--- config.mk ---
export PLATFORM = sky130hd
export DESIGN_NAME = reaction_timer
export DESIGN_NICKNAME = d
export VERILOG_FILES = /design/src/rtl/reaction_timer_pkg.sv /design/src/rtl/reaction_timer_bcd_digit.sv /design/src/rtl/reaction_timer.sv
export SDC_FILE = /design/constraint.sdc
export NUM_CORES = 1
export LEC_CHECK = 0
export CAP_MARGIN = 40
export CELL_PAD_IN_SITES_DETAIL_PLACEMENT = 0
export CELL_PAD_IN_SITES_GLOBAL_PLACEMENT = 1
export CORE_ASPECT_RATIO = 2
export CORE_UTILIZATION = 35
export CTS_CLUSTER_DIAMETER = 80
export DETAILED_ROUTE_END_ITERATION = 10
export HOLD_SLACK_MARGIN = 0.08
export PLACE_DENSITY_LB_ADDON = 0.1
export SKIP_LAST_GASP = 1
export SYNTH_ARGS = -nofsm -noshare
export SYNTH_HDL_FRONTEND = slang
export SYNTH_SLANG_ARGS = --single-unit
export TNS_END_PERCENT = 10
--- constraint.sdc ---
create_clock -name clk -period 2.1 [get_ports clk]
set_clock_uncertainty 0.2 [all_clocks]
set_input_delay 0.63 -clock clk [delete_from_list [all_inputs] [get_ports clk]]
set_output_delay 0.63 -clock clk [all_outputs]
set_load 0.03 [all_outputs]
--- src/rtl/reaction_timer_pkg.sv ---
// Shared types and helpers for the reaction timer: state encoding, BCD limits,
// next-state and flag decode functions.
package reaction_timer_pkg;

    typedef enum logic [2:0] {
        ST_IDLE    = 3'd0,
        ST_ARMED   = 3'd1,
        ST_TIMING  = 3'd2,
        ST_DONE    = 3'd3,
        ST_FAULT   = 3'd4,
        ST_TIMEOUT = 3'd5
    } state_t;

    localparam int          BCD_DIGITS = 4;
    localparam logic [15:0] BCD_MAX    = 16'h9999;

    typedef struct packed {
        logic busy;
        logic done;
        logic false_start;
        logic timeout;
    } flags_t;

    // arm overrides everything; press outranks both led_on and tick.
    function automatic state_t next_state(input state_t s, input logic arm,
                                          input logic press, input logic led_on,
                                          input logic tick, input logic at_max);
        state_t n = s;
        if (arm) begin
            n = ST_ARMED;
        end else begin
            case (s)
                ST_ARMED: begin
                    if (press)       n = ST_FAULT;
                    else if (led_on) n = ST_TIMING;
                end
                ST_TIMING: begin
                    if (press)                n = ST_DONE;
                    else if (tick && at_max)  n = ST_TIMEOUT;
                end
                default: n = s;
            endcase
        end
        return n;
    endfunction

    function automatic flags_t decode_flags(input state_t s);
        flags_t f;
        f.busy        = (s == ST_ARMED) || (s == ST_TIMING);
        f.done        = (s == ST_DONE);
        f.false_start = (s == ST_FAULT);
        f.timeout     = (s == ST_TIMEOUT);
        return f;
    endfunction

endpackage

--- src/rtl/reaction_timer_bcd_digit.sv ---
// One decimal digit (0..9) of the millisecond counter; carry_out marks the
// terminal value so the parent can build the ripple enable chain.
module reaction_timer_bcd_digit (
    input  logic       clk,
    input  logic       reset,
    input  logic       clr,
    input  logic       inc_in,
    output logic [3:0] digit,
    output logic       carry_out
);

    logic [3:0] digit_reg;

    always_ff @(posedge clk or negedge reset) begin
        if (!reset) begin
            digit_reg <= 4'd0;
        end else if (clr) begin
            digit_reg <= 4'd0;
        end else if (inc_in) begin
            digit_reg <= (digit_reg == 4'd9) ? 4'd0 : digit_reg + 4'd1;
        end
    end

    assign digit     = digit_reg;
    assign carry_out = (digit_reg == 4'd9);

endmodule

--- src/rtl/reaction_timer.sv ---
// Reaction-game timer: waits for the stimulus LED, then counts milliseconds in
// BCD until the button press, flagging false starts and timeouts.
module reaction_timer
    import reaction_timer_pkg::*;
#(
    parameter int TICK_DIV = 50000,
    parameter int PRE_W    = 16
) (
    input  logic        clk,
    input  logic        reset,
    input  logic        arm,
    input  logic        led,
    input  logic        btn,
    output logic [15:0] ms_bcd,
    output logic        busy,
    output logic        done,
    output logic        false_start,
    output logic        timeout
);

    localparam logic [PRE_W-1:0] PRE_LAST = PRE_W'(TICK_DIV - 1);

    logic [2:0]            btn_sync_reg;
    logic                  led_reg;
    logic [PRE_W-1:0]      pre_reg;
    state_t                state_reg;
    state_t                state_next;
    flags_t                flags_reg;
    logic                  press;
    logic                  led_on;
    logic                  tick;
    logic                  at_max;
    logic                  clr;
    logic [BCD_DIGITS-1:0] inc_en;
    logic [BCD_DIGITS-1:0] nine;

    // Two flops of synchronisation plus one for the edge detect.
    always_ff @(posedge clk or negedge reset) begin
        if (!reset) begin
            btn_sync_reg <= 3'b000;
            led_reg      <= 1'b0;
        end else begin
            btn_sync_reg <= {btn_sync_reg[1:0], btn};
            led_reg      <= led;
        end
    end

    assign press  = btn_sync_reg[1] & ~btn_sync_reg[2];
    assign led_on = led & ~led_reg;

    // Held at zero outside TIMING so every round starts a fresh millisecond.
    always_ff @(posedge clk or negedge reset) begin
        if (!reset) begin
            pre_reg <= '0;
        end else if (state_reg != ST_TIMING || tick) begin
            pre_reg <= '0;
        end else begin
            pre_reg <= pre_reg + 1'b1;
        end
    end

    assign tick   = (state_reg == ST_TIMING) && (pre_reg == PRE_LAST);
    assign at_max = &nine;
    assign clr    = arm || (state_reg == ST_ARMED);

    assign inc_en[0] = tick && !press && !arm && !at_max;

    generate
        for (genvar gi = 0; gi < BCD_DIGITS; gi++) begin : g_digit
            if (gi > 0) begin : g_chain
                assign inc_en[gi] = inc_en[gi-1] & nine[gi-1];
            end
            reaction_timer_bcd_digit u_digit (
                .clk       (clk),
                .reset     (reset),
                .clr       (clr),
                .inc_in    (inc_en[gi]),
                .digit     (ms_bcd[4*gi +: 4]),
                .carry_out (nine[gi])
            );
        end
    endgenerate

    assign state_next = next_state(state_reg, arm, press, led_on, tick, at_max);

    always_ff @(posedge clk or negedge reset) begin
        if (!reset) begin
            state_reg <= ST_IDLE;
            flags_reg <= '0;
        end else begin
            state_reg <= state_next;
            flags_reg <= decode_flags(state_next);
        end
    end

    assign busy        = flags_reg.busy;
    assign done        = flags_reg.done;
    assign false_start = flags_reg.false_start;
    assign timeout     = flags_reg.timeout;

endmodule
## After elaboration in Yosys (flattened, before gate mapping)

Index checks and enable logic that the tools add are counted.

- Bitwise logic cells: 7
- Multipliers: 0
- Mux-type cells: 19
- Equality and inequality tests: 13
- Magnitude comparators: 0
- Shifts and indexed selects: 0
- $add $sub $neg: 5
- Div/mod/pow operators: 0
- Reductions and logical operators: 16

Operators by type and width:

| kind | number |
|---|---|
| 4-bit 2-to-1 mux | 12 |
| 16-bit by 1-bit adder with 16-bit output (second input constant) | 1 |
| 4-bit by 1-bit adder with 4-bit output (second input constant) | 4 |
| 16-bit == test (second input constant) | 1 |
| 4-bit == test (second input constant) | 4 |
| 16-bit 2-to-1 mux | 1 |
| 3-bit 2-to-1 mux | 5 |
| 3-bit by 2-bit == test with 1-bit output (second input constant) | 3 |
| 2-bit nonzero test | 4 |
| 3-bit by 1-bit == test with 1-bit output (second input constant) | 2 |
| 3-bit == test (second input constant) | 2 |
| 3-bit case mux with 2 select lines | 1 |
| 1-bit AND | 5 |
| 1-bit logical AND | 5 |
| 4-bit AND reduction | 1 |
| 1-bit zero test | 3 |
| 1-bit logical OR | 3 |
| 3-bit by 2-bit != test with 1-bit output (second input constant) | 1 |
| 1-bit inverter | 2 |

- Latch bits: 0
- Register bits: 43
- Output and inout port bits: 20
- RAM bits: 0
- Bits in read-only memories: 0
- Memories kept: 0
- Logic and storage cells: 72

## Logic depth before layout (Yosys ltp)

Gate-level depths: netlist (run 1).

- Depth in word-level cells: 11
- Gate-level depth with buffers: 8
- Gate-level depth less buffers: 7

## Cells and area by module

A second synthesis (run 1) with hierarchy kept.

- Cells, all modules: 221
- Area, all modules: 2244.7 um^2

By module, submodules not included:

| module | area each (um^2) | cells an instance | times used |
|---|---|---|---|
| reaction_timer | 1318.8 | 125 | 1 |
| reaction_timer_bcd_digit | 231.5 | 24 | 4 |

## Worst setup path after synthesis (run 1)

Ideal clock, no wire load.

- Path type: reg2reg
- Start point: register g_digit[2].u_digit.digit_reg[1]
- End point: register g_digit[1].u_digit.digit_reg[2]
- Path slack: -0.183 ns
- Library setup time: 0.120 ns
- Data required time: 1.780 ns
- Arrival time: 1.963 ns
- Path buffers: 1
- Stages on the path, launching flop included: 9
- Cells stage by stage: dfrtp_1 > inv_1 > ha_1 > and3b_1 > clkbuf_1 > and4_1 > nor3_2 > a211oi_1 > a31o_2

- Word-level cells in the longest chain between the ends: 6

RTL lines:

| element | line | RTL |
|---|---|---|
| start, declared | reaction_timer_bcd_digit.sv:12 | `logic [3:0] digit_reg;` |
| start signal, assigned | reaction_timer_bcd_digit.sv:20 | `digit_reg <= (digit_reg == 4'd9) ? 4'd0 : digit_reg + 4'd1;` |
| 4-bit == test | reaction_timer_bcd_digit.sv:25 | `assign carry_out = (digit_reg == 4'd9);` |
| 4-bit AND reduction | reaction_timer.sv:63 | `assign at_max = &nine;` |
| 1-bit zero test | reaction_timer.sv:66 | `assign inc_en[0] = tick && !press && !arm && !at_max;` |
| 1-bit logical AND | reaction_timer.sv:66 |  |
| 1-bit AND | reaction_timer.sv:71 | `assign inc_en[gi] = inc_en[gi-1] & nine[gi-1];` |
| 2-bit nonzero test (no line) | - |  |
| end signal, assigned | reaction_timer_bcd_digit.sv:20 |  |
| end, declared | reaction_timer_bcd_digit.sv:12 |  |

Every way passes these cells.
A chain may end at the register's enable or synchronous reset.

## Final worst setup path (run 1)

- Start point: register g_digit[0].u_digit.digit_reg[1]
- End point: output port ms_bcd[1]

RTL lines:

| element | line | RTL |
|---|---|---|
| start, declared | reaction_timer_bcd_digit.sv:12 |  |
| start signal, assigned | reaction_timer_bcd_digit.sv:20 |  |
| end, declared | reaction_timer.sv:14 | `output logic [15:0] ms_bcd,` |

No word-level cell between the ends.

==> summary.md, run 1 <==
| Metric | Value |
|---|---|
| Number of global-route vias before repair | `2018` |
| Register bit total from synthesis | `43` |
| Maximum number of pins on one net before global-route repair | `29` |
| Post-DP Area | `slightly below 0.003 mm2` |
| Synthesized area per cell | `a little under 10 um2` |
| Path class of the lowest-slack min-delay path | `reg -> reg` |
| Clock input transition at the sequential cells of the worst setup and hold paths | `roughly 60 ps` |
| Power per unit of standard cell area | `roughly 550 mW/mm2` |
| Max-cap viol count | `0` |
| Routed WL per cell | `between 10 and 15 um` |
| Core region area | `about 0.0063 mm2` |
| Worst-Margin Slew | `403.7 ps` |
| Post-synthesis cell type with the largest combined area | `sky130_fd_sc_hd__dfrtp_1` |
| Final RePlAce weighted congestion | `0.8635` |
| Die boundary height | `between 100 and 150 um` |
| Yosys Warn Count | `0` |
| IO Port Bufs | `24` |
| Time the worst path needs with I/O delays and setup | `between 2000 and 2500 ps` |
| Vias per std cell | `4.997` |
| Sinks on Clock Net | `between 40 and 50` |
| Number of diodes added for antenna fixing | `0` |
| Layout cells sized above 1 | `between 20% and 30%` |
| GRT Util Overall | `about a fifth` |
| Count of buffer and inverter cells on the critical path | `2` |
| Tightest slew margin relative to the limit | `73.09%` |
| VDD IR max | `0.5655 mV` |
| DRC viols | `0` |
| Number of max-slew violations in the final report | `0` |
| Fin worst setup slack | `-155.6 ps` |
| Clock latency reported for the late side of the worst-skew pair | `around 290 ps` |
| Final number of hold-violating endpoints | `0` |
| Sequential area share after synthesis | `around 47%` |
| Number of flops mapped to enable cells by yosys | `0` |
| Biggest cell delay along the critical path | `between 600 and 700 ps` |
| Share of flip-flops with an asynchronous set or reset after synthesis | `100.0%` |
| Non-Filler Cell Area, Final | `roughly 0.0032 mm2` |
| Router iterations before antenna repair | `4` |
| CP Class | `reg -> out` |
| Antenna Violating Nets Remaining | `0` |
| Period utilization | `107.4%` |
| Detailed Place HPWL | `between 4000 and 5000 um` |
| Result of the run | `finished with violations` |
| Std cell rows | `41` |
| Cell variety after synth | `42` |
| Number of ports placed on the die boundary | `25` |
| TritonCTS clock tree | `built` |
| Critical Path Slowest Stage Cell | `sky130_fd_sc_hd__clkdlybuf4s50_1` |
| Cell count after synthesis | `about 230` |
| Detailed Route WL | `around 5800 um` |
| Largest delay contributor family on the critical path | `buffers and inverters` |
| Final nets | `approximately 320` |
| Initial drt markers | `76` |
| Kind of start point of the critical path | `flop` |
| Leakage | `between 1 and 1.5 nW` |
| Failing checks | `setup timing` |
| Starting utilization of the core area | `between 30% and 40%` |
| Root buffer cell | `sky130_fd_sc_hd__clkbuf_16` |
| Setup-violating endpoint count in the final report | `18` |
| Die Area | `between 0.006 and 0.007 mm2` |
| H-tree depth reported by CTS | `2` |
| Highest attainable clock frequency | `about 440 MHz` |
| CP Max Fanout | `4` |
| Crit path required time | `~1300 ps` |
| Vias | `slightly below 2000` |
| First-pass GRT wire length | `between 9000 and 10000 um` |
| Net count of the mapped netlist | `between 200 and 250` |
| Post-synthesis instance area | `roughly 0.0023 mm2` |
| Cell Chain, Critical Path | `buf_4, clkdlybuf4s50_1` |
| Area share of the largest cell type after synthesis | `a little under half` |
| Setup crit end kind | `primary output` |
| Synth Flop Type | `sky130_fd_sc_hd__dfrtp_1` |
| Horizontal die dimension | `around 59 um` |
| Number of antenna violations at the first check in global routing | `0` |
| TritonCTS buffer count | `5` |
| Data arrival time of the critical path | `between 1000 and 1500 ps` |
| Setup repair after global routing missed its margin | `yes` |
| Top cells by area in the synthesized netlist | `sky130_fd_sc_hd__dfrtp_1 (47%), sky130_fd_sc_hd__nor2_1 (5.6%), sky130_fd_sc_hd__ha_1 (5.0%)` |
| Sum of negative setup slack | `-1701 ps` |
| Deepest clock path buffer count | `2` |
| Gr ovfl total | `0` |
| Relative area change from synthesis to final layout | `40.81%` |
## metrics by stage
| step | worst slack (ps) | util (%) | cells | hold slack [ps] | power (W) |
|---|---|---|---|---|---|
| final | -155.6 | 50.98 | 391 | 170.0 | 0.001763 |
| after global routing | -203.3 | 50.98 | 391 | 174.9 | 0.001827 |
| after floorplan | -53.94 | - | 228 | 131.2 | 0.0009266 |
| after global placement | -338.2 | 47.50 | 379 | 133.8 | 0.001013 |
| after CTS | -172.0 | 49.86 | 388 | 172.3 | 0.001792 |
| after detailed placement | -361.6 | 47.50 | 379 | 154.4 | 0.001013 |
## Yosys cell counts, types with 2 or more instances
cell                       instances
sky130_fd_sc_hd__ha_1              9
sky130_fd_sc_hd__inv_1            10
sky130_fd_sc_hd__nor4bb_1          2
sky130_fd_sc_hd__and3_1            7
sky130_fd_sc_hd__a31oi_1           2
sky130_fd_sc_hd__clkbuf_1          5
sky130_fd_sc_hd__xnor2_1          10
sky130_fd_sc_hd__xor2_1            7
sky130_fd_sc_hd__nor4b_1           2
sky130_fd_sc_hd__a211oi_1          2
sky130_fd_sc_hd__nand4_1          11
sky130_fd_sc_hd__mux2i_1           4
sky130_fd_sc_hd__nand3_1          14
sky130_fd_sc_hd__o21ai_0           4
sky130_fd_sc_hd__nand2_1          12
sky130_fd_sc_hd__nor3_1            2
sky130_fd_sc_hd__nand2b_1          4
sky130_fd_sc_hd__nor2b_1           4
sky130_fd_sc_hd__and4_1            2
sky130_fd_sc_hd__nor4_1            2
sky130_fd_sc_hd__or4_1             2
sky130_fd_sc_hd__nor2_1           34
sky130_fd_sc_hd__or3_1             5
sky130_fd_sc_hd__and3b_1           4
sky130_fd_sc_hd__dfrtp_1          43
sky130_fd_sc_hd__a21oi_1           9
## placed cells by master (no fill, tap or decap), types with 3 or more instances in the layout
cell type	instances
sky130_fd_sc_hd__ha_1	5
sky130_fd_sc_hd__nor2b_1	4
sky130_fd_sc_hd__nor2_1	34
sky130_fd_sc_hd__and3b_2	4
sky130_fd_sc_hd__and3_1	6
sky130_fd_sc_hd__nand2b_1	4
sky130_fd_sc_hd__nand4_1	11
sky130_fd_sc_hd__mux2i_1	4
sky130_fd_sc_hd__o21ai_0	4
sky130_fd_sc_hd__nand2_1	12
sky130_fd_sc_hd__buf_4	49
sky130_fd_sc_hd__dfrtp_1	37
sky130_fd_sc_hd__dlygate4sd2_1	3
sky130_fd_sc_hd__or3_1	4
sky130_fd_sc_hd__clkbuf_16	5
sky130_fd_sc_hd__nand3_1	14
sky130_fd_sc_hd__dfrtp_2	6
sky130_fd_sc_hd__xor2_1	7
sky130_fd_sc_hd__clkdlybuf4s50_1	19
sky130_fd_sc_hd__xnor2_1	10
sky130_fd_sc_hd__a21oi_1	8
sky130_fd_sc_hd__inv_1	10
## layout make-up
type                    instances  area (um2)
multi-input cells             168        1169
fillers                       619        3068
well taps                      86       107.6
clock inverters                 2       12.51
repair buffers                 76       651.9
clock buffers                   6       128.9
flip-flops and latches         43        1084
inverters                      10       37.54
## routing by layer
layer	up-vias	GRT usage, %	wire, um
met3	18	2.790	114
met4	0	10.32	266
met1	941	18.05	1994
met5	-	0	0
li1	959	-	-
met2	36	37.73	3430
## final timing paths
kind | startpoint | slack, ps | end | depth (start not counted)
hold / removal | btn_sync_reg[0] | 170 | btn_sync_reg[1] | 0
setup / recovery | g_digit[0].u_digit.digit[1] | -160 | ms_bcd[1] | 2
setup reg to reg | g_digit[1].u_digit.digit[0] | 10 | g_digit[0].u_digit.digit[2] | 6
min in group asynchronous | reset | 600 | g_digit[3].u_digit.digit[0] | 2
hold reg to reg | btn_sync_reg[0] | 170 | btn_sync_reg[1] | 0
max in group asynchronous | reset | 600 | g_digit[2].u_digit.digit[1] | 3
## kinds of logic (layout without fill, tap and decap cells)
logic type               after synthesis  count (layout)  synth area share, %
multiplexers                           4               4                1.767
flip-flops                            43              43                47.49
XOR/XNOR                              17              17                6.571
adder cells (fa/ha/maj)                9               9                4.970
buffers and inverters                 17              94                3.313
AND/OR/NAND/NOR                      115             115                29.49
AO/OA/AOI/OAI                         23              23                6.405
## power breakdown
part	leakage (nW)	switching, W	internal [W]
Sequential	0.573	0.0000122	0.000844
Combinational	0.736	0.0000782	0.0000617
Clock	0.0669	0.000327	0.000439
## what timing repair did
item,CTS,global route
setup endpoints to repair,32,35
setup buffers,0,3
resized for setup,3,15
hold buffers,1,0
pin swaps,0,8
hold endpoints to repair,15,0
Note: power is estimated with default switching activity, not from simulation.
==> run 2, diff against run 1 <==
Settings changed: ABC_AREA set to 1, CORE_UTILIZATION 35 to 38.
==> summary.md, run 2 <==
| Metric | Value |
|---|---|
| Filler instances | `611 (-1.3%)` |
| Final RePlAce weighted congestion | `0.7999 (-7.4%)` |
| Synthesized area per cell | `7.959 um2 (-20%)` |
| Number of cells in the finished layout apart from fillers | `414 (+5.9%)` |
| Std cell rows | `40 (-2.4%)` |
| Die Area | `0.006538 mm2 (-4.1%)` |
| Number of antenna violations at the first check in global routing | `0 (unchanged)` |
| Maximum number of pins on one net before global-route repair | `44 (+52%)` |
| Post-synthesis cell type with the largest combined area | `sky130_fd_sc_hd__dfrtp_1` |
| TritonCTS buffer count | `5 (unchanged)` |
| Leakage | `1.498 nW (+8.9%)` |
| Global routing usage on met3 | `2.743% (-0.047 points)` |
| Register bit total from synthesis | `43 (unchanged)` |
| Most instantiated cells after synthesis | `sky130_fd_sc_hd__nand2_1 (68), sky130_fd_sc_hd__dfrtp_1 (43), sky130_fd_sc_hd__inv_1 (36)` |
| Highest attainable clock frequency | `445.2 MHz (+0.41%)` |
| Cell Chain, Critical Path | `clkdlybuf4s50_1` |
| # Post-CTS Setup Buffers | `0 (unchanged)` |
| Post-synthesis instance area | `0.002356 mm2 (+4.0%)` |
| CP Class | `reg -> out` |
| Most frequent cells in the layout | `sky130_fd_sc_hd__nand2_1 (68), sky130_fd_sc_hd__dfrtp_1 (43), sky130_fd_sc_hd__inv_1 (36)` |
| Share of flip-flops with an asynchronous set or reset after synthesis | `100.0% (unchanged)` |
| Setup crit end kind | `primary output` |
| Die boundary height | `113.4 um (-2.1%)` |
| Tightest slew margin relative to the limit | `76.90% (+3.8 points)` |
| Setup-violating endpoint count in the final report | `13 (-5)` |
| Number of diodes added for antenna fixing | `0 (unchanged)` |
| Final hold slack | `95.84 ps (-74.19 ps)` |
| CP Max Fanout | `5 (+1)` |
| Sum of internal, switching and leakage power | `0.002849 W (+62%)` |
| Power per unit of standard cell area | `938.1 mW/mm2 (+70%)` |
| Number of max-slew violations in the final report | `0 (unchanged)` |
| Multi-input gate area | `0.001099 mm2 (-6.0%)` |
| Routed WL per cell | `13.60 um (-8.4%)` |
| First-pass GRT wire length | `9653 um (+0.51%)` |
| Cell variety after synth | `28 (-33%)` |
| Data arrival time of the critical path | `1420 ps (about the same)` |
| TritonCTS clock tree | `built` |
| Max-cap viol count | `0 (unchanged)` |
| Synth Flop Type | `sky130_fd_sc_hd__dfrtp_1` |
| Vias | `2046 (+4.7%)` |
| Register area | `0.001076 mm2 (-0.69%)` |
| Kind of start point of the critical path | `flop` |
| Number of ports placed on the die boundary | `25 (unchanged)` |
| Number of global-route vias before repair | `2124 (+5.3%)` |
| Cell count after synthesis | `296 (+30%)` |
| Sequential area share after synthesis | `45.67% (-1.8 points)` |
| Biggest cell delay along the critical path | `700 ps (+40 ps)` |
| DP Worst Slack | `-146.6 ps (+215.0 ps)` |
| Sinks on Clock Net | `43 (unchanged)` |
| Clock latency reported for the late side of the worst-skew pair | `290 ps (about the same)` |
| Deepest clock path buffer count | `2 (unchanged)` |
| Number of placed instances, taps included | `406 (+7.1%)` |
| Count of buffer and inverter cells on the critical path | `1 (-1)` |
| Starting utilization of the core area | `39.23% (+3.0 points)` |
| Relative area change from synthesis to final layout | `28.89%` |
| Detailed Route WL | `5631 um (-3.0%)` |
| Vias per std cell | `4.942 (-1.1%)` |
| Largest delay contributor family on the critical path | `buffers and inverters` |
| Top cells by area in the synthesized netlist | `sky130_fd_sc_hd__dfrtp_1 (46%), sky130_fd_sc_hd__nand2_1 (11%), sky130_fd_sc_hd__inv_1 (5.7%)` |
| Crit path required time | `1270 ps (about the same)` |
| Critical Path Slowest Stage Cell | `sky130_fd_sc_hd__clkdlybuf4s50_1` |
| Clock input transition at the sequential cells of the worst setup and hold paths | `60 ps (about the same)` |
| Final nets | `364 (+14%)` |
| Path class of the lowest-slack min-delay path | `in -> async` |
| Setup repair after global routing missed its margin | `yes` |
| Yosys Warn Count | `0 (unchanged)` |
| Initial drt markers | `59 (-22%)` |
| Met2 track utilization from global routing | `39.77% (+2.0 points)` |
| Result of the run | `finished with violations` |
| Failing checks | `setup timing` |
| H-tree depth reported by CTS | `2 (unchanged)` |
| Busiest metal layer after global routing | `met2` |
| Gr ovfl total | `0 (unchanged)` |
| Most frequent cell after synthesis | `sky130_fd_sc_hd__nand2_1` |
| Router iterations before antenna repair | `4 (unchanged)` |
| Net count of the mapped netlist | `310 (+28%)` |
| Most common library cell in the layout ignoring fill and taps | `sky130_fd_sc_hd__nand2_1` |
| Horizontal die dimension | `57.68 um (-2.1%)` |
| Layout cells sized above 1 | `16.81% (-11 points)` |
| Antenna Violating Nets Remaining | `0 (unchanged)` |
| Detailed Place HPWL | `4411 um (-0.82%)` |
| DRC viols | `0 (unchanged)` |
| IO Port Bufs | `24 (unchanged)` |
| GRT Util Overall | `19.67% (+0.44 points)` |
| Worst-Margin Slew | `343.9 ps (-59.78 ps)` |
| Core region area | `0.006006 mm2 (-4.0%)` |
| Number of flops mapped to enable cells by yosys | `0 (unchanged)` |
| GR met1 Demand/Resource | `18.28% (+0.22 points)` |
| Fin worst setup slack | `-146.4 ps (+9.145 ps)` |
| Time the worst path needs with I/O delays and setup | `2246 ps (-9.145 ps)` |
| Root buffer cell | `sky130_fd_sc_hd__clkbuf_16` |
| VDD IR max | `0.7282 mV (+29%)` |
| Area share of the largest cell type after synthesis | `45.67% (-1.8 points)` |
| Final number of hold-violating endpoints | `0 (unchanged)` |
| Period utilization | `107.0% (-0.44 points)` |
-- run 2: changes by cell type after synthesis, moves of 6 or more --
| cell | previous run | this run |
|---|---|---|
| sky130_fd_sc_hd__and3_1 | 7 | 0 |
| sky130_fd_sc_hd__nand4_1 | 11 | 4 |
| sky130_fd_sc_hd__xnor2_1 | 10 | 4 |
| sky130_fd_sc_hd__o21ai_1 | 1 | 7 |
| sky130_fd_sc_hd__nand2_1 | 12 | 68 |
| sky130_fd_sc_hd__inv_1 | 10 | 36 |
| sky130_fd_sc_hd__inv_2 | 0 | 9 |
| sky130_fd_sc_hd__nor3_1 | 2 | 12 |
| sky130_fd_sc_hd__o21ai_0 | 4 | 11 |
-- run 2: cell type report --
type | instances | area share [%]
Tap cell | 63 | 2.596
Multi-Input combinational cell | 205 | 36.18
Sequential cell | 43 | 35.43
Clock inverter | 2 | 1.154
Inverter | 47 | 5.810
Clock buffer | 6 | 4.574
Timing Repair Buffer | 48 | 14.26
-- run 2: power by group --
group / leakage (nW) / switching [W] / total (W) / internal, W
Clock: 0.0868 / 0.000323 / 0.000915 / 0.000591
Combinational: 0.831 / 0.000599 / 0.000957 / 0.000359
Sequential: 0.581 / 0.0000613 / 0.000977 / 0.000915
Total: 1.50 / 0.000983 / 0.00285 / 0.00187
-- run 2: per-layer routing --
layer | wire, um | part of all wire, %
met1 | 1974 | 35
met2 | 3426 | 61
met3 | 98 | 1.7
met4 | 132 | 2.3
met5 | 0 | 0
-- run 2: kinds of logic (layout without fill, tap and decap cells) --
logic type               Yosys count  count (layout)  synth area share [%]
AND/OR/NAND/NOR                  154             154                 31.65
AO/OA/AOI/OAI                     36              36                 7.966
flip-flops                        43              43                 45.67
buffers and inverters             48             103                 7.700
adder cells (fa/ha/maj)            9               9                 4.780
XOR/XNOR                           6               6                 2.230
-- run 2: worst register-to-register path, stage by stage, from the launching register on --
cell,delay (ps)
sky130_fd_sc_hd__dfrtp_1,370
sky130_fd_sc_hd__ha_1,180
sky130_fd_sc_hd__nand2_1,90
sky130_fd_sc_hd__nor2_4,120
sky130_fd_sc_hd__nand3_1,120
sky130_fd_sc_hd__nor3_1,300
sky130_fd_sc_hd__nand2_1,150
sky130_fd_sc_hd__clkinv_1,110
sky130_fd_sc_hd__nand3_1,90
sky130_fd_sc_hd__o21ai_1,140
sky130_fd_sc_hd__nor2_1,60
-- run 2: repair_timing --
item                       in CTS  in global routing
hold buffers                    0                  0
gates resized for setup         2                  3
setup endpoints to repair      20                 31
-- run 2: final timing paths --
check	startpoint	end	slack [ps]	depth (start not counted)
max in group asynchronous	reset	pre_reg[10]	1370	2
max reg2reg	pre_reg[0]	pre_reg[14]	40	10
min in group clk	btn_sync_reg[0]	btn_sync_reg[1]	150	0
min	reset	pre_reg[3]	100	2
min reg2reg	btn_sync_reg[0]	btn_sync_reg[1]	150	0
max	g_digit[1].u_digit.digit[0]	ms_bcd[4]	-150	1
-- run 2: through the flow --
step	utilization [%]	TNS, ps	instance area [um2]
2_1_floorplan	-	0	2356
3_3_place_gp	47.58	-1306	2858
3_5_place_dp	47.58	-1757	2858
4_1_cts	50.44	-1686	3029
5_1_grt	50.56	-2354	3037
6_report	50.56	-1009	3037
==> run 3, diff against run 2 <==
Settings changed: CORE_UTILIZATION 38 to 42, DONT_BUFFER_PORTS set to 1.
==> summary.md, run 3 (synthesis gave the netlist of run 2 again) <==
| Metric | Value |
|---|---|
| Setup repair after global routing missed its margin | `yes` |
| Detailed Route WL | `5335 um (-5.3%)` |
| Core region area | `0.005420 mm2 (-9.7%)` |
| Final hold slack | `147.2 ps (+51.33 ps)` |
| DRC viols | `0 (unchanged)` |
| H-tree depth reported by CTS | `2 (unchanged)` |
| VDD IR max | `0.9098 mV (+25%)` |
| Highest attainable clock frequency | `508.9 MHz (+14%)` |
| Worst-Margin Slew | `301.4 ps (-42.46 ps)` |
| Time the worst path needs with I/O delays and setup | `1965 ps (-281.5 ps)` |
| Deepest clock path buffer count | `2 (unchanged)` |
| Vias | `1925 (-5.9%)` |
| Final RePlAce weighted congestion | `0.7840 (-2.0%)` |
| Clock input transition at the sequential cells of the worst setup and hold paths | `80 ps (+20 ps)` |
| Fin worst setup slack | `135.1 ps (+281.5 ps)` |
| IO Port Bufs | `0 (-100%)` |
| TritonCTS buffer count | `5 (unchanged)` |
| Flop pwr share | `40.4% (+6.1 points)` |
| # Post-CTS Setup Buffers | `0 (unchanged)` |
| CP Class | `reg -> reg` |
| Detailed Place HPWL | `4219 um (-4.3%)` |
| Biggest cell delay along the critical path | `400 ps (-300 ps)` |
| Power share of the clock group | `30.4% (-1.7 points)` |
| Kind of start point of the critical path | `flop` |
| Relative area change from synthesis to final layout | `17.42%` |
| Initial drt markers | `26 (-56%)` |
| Layout cells sized above 1 | `17.43% (+0.62 points)` |
| Number of ports placed on the die boundary | `25 (unchanged)` |
| Leakage | `1.333 nW (-11%)` |
| Routed WL per cell | `13.79 um (+1.4%)` |
| TritonCTS clock tree | `built` |
| Critical Path Slowest Stage Cell | `sky130_fd_sc_hd__dfrtp_1` |
| Clock latency reported for the late side of the worst-skew pair | `300 ps (about the same)` |
| Final design utilization | `51.04% (+0.48 points)` |
| Count of buffer and inverter cells on the critical path | `1 (unchanged)` |
| Number of diodes added for antenna fixing | `0 (unchanged)` |
| Starting utilization of the core area | `43.47% (+4.2 points)` |
| Switching power as a share of total power | `36.13% (+1.6 points)` |
| Number of global-route vias before repair | `1997 (-6.0%)` |
| Setup-violating endpoint count in the final report | `0 (-13)` |
| Number of antenna violations at the first check in global routing | `0 (unchanged)` |
| Final nets | `340 (-6.6%)` |
| Die boundary height | `107.9 um (-4.8%)` |
| Result of the run | `completed` |
| Data arrival time of the critical path | `1960 ps (+540 ps)` |
| Root buffer cell | `sky130_fd_sc_hd__clkbuf_8` |
| Part of the power in combinational logic | `29.3% (-4.3 points)` |
| First-pass GRT wire length | `8769 um (-9.2%)` |
| Internal power contribution | `0.001610 W (-14%)` |
| DP Worst Slack | `113.5 ps (+260.1 ps)` |
| Number of max-slew violations in the final report | `0 (unchanged)` |
| Most used cell, CP | `sky130_fd_sc_hd__nand2_1` |
| Maximum number of pins on one net before global-route repair | `44 (unchanged)` |
| Router iterations before antenna repair | `4 (unchanged)` |
| Tightest slew margin relative to the limit | `79.72% (+2.8 points)` |
| Switch Pwr | `0.0009104 W (-7.4%)` |
| Most frequent cells in the layout | `sky130_fd_sc_hd__nand2_1 (68), sky130_fd_sc_hd__dfrtp_1 (43), sky130_fd_sc_hd__inv_1 (36)` |
| Std cell rows | `38 (-5.0%)` |
| Horizontal die dimension | `54.96 um (-4.7%)` |
| Most common library cell in the layout ignoring fill and taps | `sky130_fd_sc_hd__nand2_1` |
| Cell Chain, Critical Path | `ha_1, nand2_1, nor2_4, nand2_1, nor2_4, nand2_2, nor2_1, nor2_1, inv_1, nand3_1, nand2_1` |
| Setup crit end kind | `flop` |
| GRT Util Overall | `21.10% (+1.4 points)` |
| Antenna Violating Nets Remaining | `0 (unchanged)` |
| Die Area | `0.005931 mm2 (-9.3%)` |
| Sinks on Clock Net | `43 (unchanged)` |
| Max-cap viol count | `0 (unchanged)` |
| Crit path required time | `2090 ps (+820 ps)` |
| Final number of hold-violating endpoints | `0 (unchanged)` |
| Period utilization | `93.57% (-13 points)` |
| Vias per std cell | `4.974 (+0.65%)` |
| Gr ovfl total | `0 (unchanged)` |
| CP Max Fanout | `4 (-1)` |
| Power per unit of standard cell area | `910.9 mW/mm2 (-2.9%)` |
| Path class of the lowest-slack min-delay path | `in -> reg` |
| Largest delay contributor family on the critical path | `simple AND/OR/NAND/NOR gates` |
==> run 3: cell count changes in the layout (fill, tap and decap cells not counted), sizes merged <==
cell,previous run,this run
buf,25,23
bufinv,1,2
clkdlybuf4s50,18,0
clkinv,3,2
dlygate4sd2,2,0
dlygate4sd3,0,1
dlymetal6s2s,3,0
==> run 3: per-stage QoR <==
step	cell area (um2)	total power [W]	std cells	TNS (ps)
finish	2766	0.002520	387	0
global route	2766	0.002683	387	-61.01
CTS	2761	0.002560	387	0
detailed placement	2591	0.001762	377	0
global placement	2591	0.001763	377	0
floorplan	2356	0.001575	296	0
==> run 3: path summary, 6_finish.rpt <==
kind,startpoint,to,slack [ps],cells after the start
setup reg to reg,pre_reg[0],busy,140,11
max in group asynchronous,reset,g_digit[2].u_digit.digit[1],870,2
setup / recovery,pre_reg[0],busy,140,11
min in group asynchronous,reset,pre_reg[3],620,2
hold / removal,led,led_reg,150,0
hold reg to reg,btn_sync_reg[0],btn_sync_reg[1],160,0
==> run 3: power by group through the flow <==
stage                     clock, W  combinational, W  sequential (W)
final                     0.000765          0.000738         0.00102
after floorplan                  0          0.000479         0.00110
after CTS                 0.000787          0.000753         0.00102
after global placement           0          0.000727         0.00104
after detailed placement         0          0.000726         0.00104
after global routing      0.000822          0.000833         0.00103
==> run 3: layer usage <==
layer | wire (um) | share of wire [%] | track usage (%)
met5 | 0 | 0 | 0
met2 | 3297 | 62 | 41.39
met4 | 91 | 1.7 | 7.500
met3 | 137 | 2.6 | 4.802
met1 | 1809 | 34 | 18.96
==> run 3: layout make-up <==
class	instances	area, um2
Timing Repair Buffer	24	202.7
Clock inverter	2	60.06
Sequential cell	43	1076
Fill cell	535	2654
Inverter	47	176.4
Clock buffer	6	72.57
Multi-Input combinational cell	205	1104
Tap cell	60	75.07
==> run 3: repair_timing <==
item	in CTS	in global routing
endpoints found under the hold margin	43	0
hold buffers	2	0
endpoints found under the setup margin	0	10
gates resized for setup	0	1
==> edit 1, RTL diff (flow settings as in run 1) <==
The 6 states of `state_t` get a Gray code encoding in 3 bits.
--- a/src/rtl/reaction_timer_pkg.sv
+++ b/src/rtl/reaction_timer_pkg.sv
@@ -3,12 +3,12 @@
 package reaction_timer_pkg;
 
     typedef enum logic [2:0] {
-        ST_IDLE    = 3'd0,
-        ST_ARMED   = 3'd1,
-        ST_TIMING  = 3'd2,
-        ST_DONE    = 3'd3,
-        ST_FAULT   = 3'd4,
-        ST_TIMEOUT = 3'd5
+        ST_IDLE    = 3'b000,
+        ST_ARMED   = 3'b001,
+        ST_TIMING  = 3'b011,
+        ST_DONE    = 3'b010,
+        ST_FAULT   = 3'b110,
+        ST_TIMEOUT = 3'b111
     } state_t;
 
     localparam int          BCD_DIGITS = 4;
Function: no difference found for any inputs over 10 cycles, from zero or initial values and one cycle with reset low; not proved beyond that.
==> edit 1 against run 1 <==
  * The flow still finishes with violations (setup timing)
  * Hold slack worse by 74 ps
  * Power up 7.8%
  * Synthesized cell count down 7.9%
  * Synthesized area down 1.4%
  * Sequential share of layout area up 0.54 points
  * Sequential cell count unchanged
  * Via count down 7.6%
  * Setup slack worse by 10 ps
  * Global-route usage down 1.3 points
  * Utilization up 0.39 points
  * Largest cell class unchanged
  * First-iteration DRC count down 41%
  * Routed wire length down 11%
  * Design area down 1.7%
==> edit 1: results (changes against run 1) <==
[outcome]
outcome=finished, violations left
failed_checks=setup timing

[setup_path]
timing.critical_path.max_delay_family=buffers and inverters
reg2reg_to=timeout
rr_worst_depth=8  ; +2
critPathMaxStageDelay_ps=670
crit_path_start=g_digit[1].u_digit.digit[1]
source_of_the_worst_register_to_register_timing_path=g_digit[2].u_digit.digit[1]
reg2reg_slack_ps=-50  ; -60 ps
critical-path-slowest-cell=clkdlybuf4s50_1
largest_fanout_on_the_critical_path=5  ; +1

[drt]
drtIter0Drc=45  ; -41%
detailroute.wirelength.met3_um=137  ; +20%
first_pass_iteration_count_of_the_detailed_router=4  ; unchanged
wirelength_mm=5.19  ; -11%
route.met2.wl_mm=3.03  ; -12%
wl_met1_mm=1.92  ; -3.8%
routed-via-count=1806  ; -7.6%

[place]
hpwl_reported_at_the_end_of_detailed_placement_mm=3.89  ; -12%
finalWeightedCongestion=0.774  ; -10%
numPlacedInstances=360  ; -5.0%

[power_and_ir_drop]
share_seq_of_total_power=0.448  ; -0.038
clock_power_mw=0.908  ; +19%
power.switching_mw=0.408  ; -2.4%
peakVddDrop_v=0.000424  ; -25%
clock_power_share=0.478  ; +0.043
power_leakage_nw=1.42  ; +3.5%

[global_routing]
use_met2=0.336  ; -0.0409
grt_antenna_before_repair=0  ; unchanged
grt_first_pass_wirelength_mm=8.95  ; -6.8%
globalRouteTotalUtil=0.179  ; -0.0132
grt_start_max_net_pins=26  ; -10%
number_of_global_route_vias_before_repair=1915  ; -5.1%
met3_layer_usage_reported_by_global_route=0.0360  ; +0.00809
grtUsageMet1=0.186  ; +0.00523

[final_layout]
nNetsFinal=298  ; -6.3%
nFillCells=611  ; -1.3%
finish.cell_count_without_fillers=369  ; -5.6%
antennaDiodeCount=0  ; unchanged
drive_gt1_frac=0.260  ; -0.0158

[synthesis]
synth_nets=224  ; -7.4%
synth_cell_type_count=40  ; -4.8%
async_flop_share=1.00  ; unchanged
synth_sequential_area_ratio=0.482  ; +0.00665
synth_top_cells_by_area=dfrtp_1 (48%), nor2_1 (5.7%), ha_1 (5.0%)
synth_common_cells=dfrtp_1 (43), nor2_1 (34), inv_1 (10), nand2_1 (10)
synth_warnings=0  ; unchanged
syn_avg_cell_area_um2=10.6  ; +7.1%

[clock_tree]
insertion_delay_ps=290  ; about the same
cts_root_buf=clkbuf_16
ctsLongestPathBuffers=2  ; unchanged
cts.reportedPaths.clkPinSlew_ps=60  ; about the same

[sta]
fin_tns_setup_ps=-2130  ; -428 ps
finalSetupViolCount=26  ; +8
hold_slack_final_ps=96.3  ; -73.7 ps
fin_ws_ps=-166  ; -10.3 ps
tightest_slew_ps=475  ; +71.2 ps

[hold_path]
hold_class=in2async

-- edit 1: cell types whose count changed in the layout (fill, tap and decap cells not counted), moves of 3 or more --
cell             run 1  this run
nor3_1               2         5
ha_1                 5         9
and3_1               6         1
and3b_1              0         3
and3b_2              4         0
a311oi_1             0         3
nand3b_1             1         6
buf_4               49        44
nand4_1             11         5
nand3_1             14         8
-- edit 1: worst max-delay path by stage --
| stage | to | depth (start not counted) |
|---|---|---|
| 6_report | ms_bcd[5] | 2 |
| 5_1_grt | g_digit[1].u_digit.digit[0] | 7 |
| 4_1_cts | ms_bcd[0] | 2 |
| 3_5_place_dp | g_digit[3].u_digit.digit[1] | 7 |
| 3_3_place_gp | g_digit[2].u_digit.digit[1] | 7 |
| 2_1_floorplan | g_digit[1].u_digit.digit[3] | 6 |
-- edit 1: kinds of logic (layout without fill, tap and decap cells) --
logic type,after synthesis,in the layout,share of synthesized area
AND/OR/NAND/NOR,98,98,0.280
flip-flops,43,43,0.482
AO/OA/AOI/OAI,24,24,0.0750
XOR/XNOR,16,16,0.0627
buffers and inverters,14,89,0.0235
adder cells (fa/ha/maj),9,9,0.0504
multiplexers,6,6,0.0269
-- edit 1: metrics by stage --
| stage | util | area (um2) | setup WS (ps) |
|---|---|---|---|
| 5_1_grt | 0.514 | 3140 | -206 |
| 4_1_cts | 0.512 | 3120 | -192 |
| 2_1_floorplan | - | 2250 | -61.7 |
| 3_3_place_gp | 0.484 | 2950 | -358 |
| 3_5_place_dp | 0.484 | 2950 | -393 |
| 6_report | 0.514 | 3140 | -166 |
-- edit 1: cell type report --
cell class	instances	area share
multi-input cells	153	0.354
flip-flops and latches	43	0.345
repair buffers	71	0.200
clock buffers	6	0.0443
well taps	84	0.0335
inverters	10	0.0120
clock inverters	2	0.0112
==> edit 2, RTL diff (settings of run 1) <==
Made on the original files. `PRE_W`: 16 -> 32.
--- a/src/rtl/reaction_timer.sv
+++ b/src/rtl/reaction_timer.sv
@@ -4,7 +4,7 @@
     import reaction_timer_pkg::*;
 #(
     parameter int TICK_DIV = 50000,
-    parameter int PRE_W    = 16
+    parameter int PRE_W    = 32
 ) (
     input  logic        clk,
     input  logic        reset,
Behaviour: no difference found for any inputs over 10 cycles, from zero or initial values and one cycle with reset low; that may be too few to reach the edited logic, so the function may still have changed.
==> edit 2 against run 1 <==
  * The run still ends with setup timing left
  * Cell count increased by 40%
  * Power is 58% higher
  * Setup slack got worse by 230 ps
  * Sequential cell count increased by 16
  * Design area increased by 45%
  * Routed wire length rose by 51%
  * Sequential power grew 35%
  * Synthesized area grew 38%
  * Critical path type is now reg2reg
  * Highest routed layer unchanged
==> edit 2: results (changes against run 1) <==
[outcome]
outcome=finished, violations left
failed_checks=setup timing

[global_routing]
use_met2=0.375  ; -0.00241
globalRouteTotalUtil=0.214  ; +0.0217
grt_first_pass_wirelength_mm=14.2  ; +48%
grtUsageMet1=0.210  ; +0.0298
grt_start_max_net_pins=60  ; +110%

[final_layout]
drive_gt1_frac=0.350  ; +0.0750
inverters_excl_clock=15  ; +5
seq_share=0.321  ; -0.0182
sequential_cell_total=59  ; +37%
signal_buffer_area_fraction=0.216  ; +0.0119
comb_multi_in=236  ; +40%

[synthesis]
synth_adder_area_share=0.0360  ; -0.0137
synth_common_cells=dfrtp_1 (59), nor2_1 (40), nand3_1 (24)
fraction_of_synthesized_area_in_multiplexers=0.00320  ; -0.0145
synth_sequential_area_ratio=0.472  ; -0.00288
synth_nets=333  ; +38%
synth_top_cells_by_area=dfrtp_1 (47%), xor2_1 (6.2%), nor2_1 (4.8%)

[setup_path]
critPathMaxStageDelay_ps=530  ; -130 ps
critical-path-slowest-cell=or4_4
crit_path_start=pre_reg[25]
timing.critical_path.max_delay_family=simple AND/OR/NAND/NOR gates
endpoint=g_digit[0].u_digit.digit[3]
worst_ep_arrival_time_ps=2540  ; +1110 ps
source_of_the_worst_register_to_register_timing_path=pre_reg[25]

[power_and_ir_drop]
peakVddDrop_v=0.000436  ; -23%
power_leakage_nw=1.96  ; +43%
power.switching_fraction=0.219  ; -0.0180
clock_power_mw=1.46  ; +91%

[drt]
detailroute.wirelength.met3_um=220  ; +93%
post_drt_via_cell_ratio=5.23  ; +4.7%
wl_met1_mm=3.18  ; +59%
wirelength_mm=8.78  ; +51%

[place]
finalWeightedCongestion=0.826  ; -4.3%
hpwl_reported_at_the_end_of_detailed_placement_mm=6.19  ; +39%
postPlaceCellArea_mm2=0.00421  ; +42%

[die]
die_x_um=68.8  ; +17%

[sta]
fin_ws_ps=-382  ; -226 ps
slew_headroom=0.733  ; +0.00232
finalSetupViolCount=74  ; +56

[hold_path]
hold_class=in2async

[clock_tree]
level_count_of_the_clock_h_tree=3  ; +1

-- edit 2: cell count changes in the layout (fill, tap and decap cells not counted), moves of 7 or more --
cell            run 1  this run
nand3_1            14        22
or4_1               2         9
dfrtp_1            37        51
a21oi_1             8        15
xor2_1              7        22
buf_4              49        95
-- edit 2: per-stage QoR --
step	util	setup TNS, ps	hold slack (ps)	instances
global route	0.535	-24250	126	548
CTS	0.531	-16310	113	548
finish	0.535	-15390	94.1	548
global placement	0.487	-25820	136	529
detailed placement	0.487	-24840	154	529
floorplan	-	-5120	131	319
-- edit 2: worst reg2reg max path, stage by stage (launching register included) --
cell and delay, ps:
dfrtp_1 400, nor4_2 300, nand4_1 180, buf_4 180
or4_4 530, or4_4 500, a21oi_2 130
-- edit 2: repair_timing --
| item | in CTS | in global routing |
|---|---|---|
| gates resized for setup | 13 | 6 |
| endpoints found under the setup margin | 75 | 75 |
| pin swaps | 11 | 3 |
| hold endpoints to repair | 0 | 0 |
| buffers inserted | 1 | 0 |
| gates cloned | 2 | 0 |
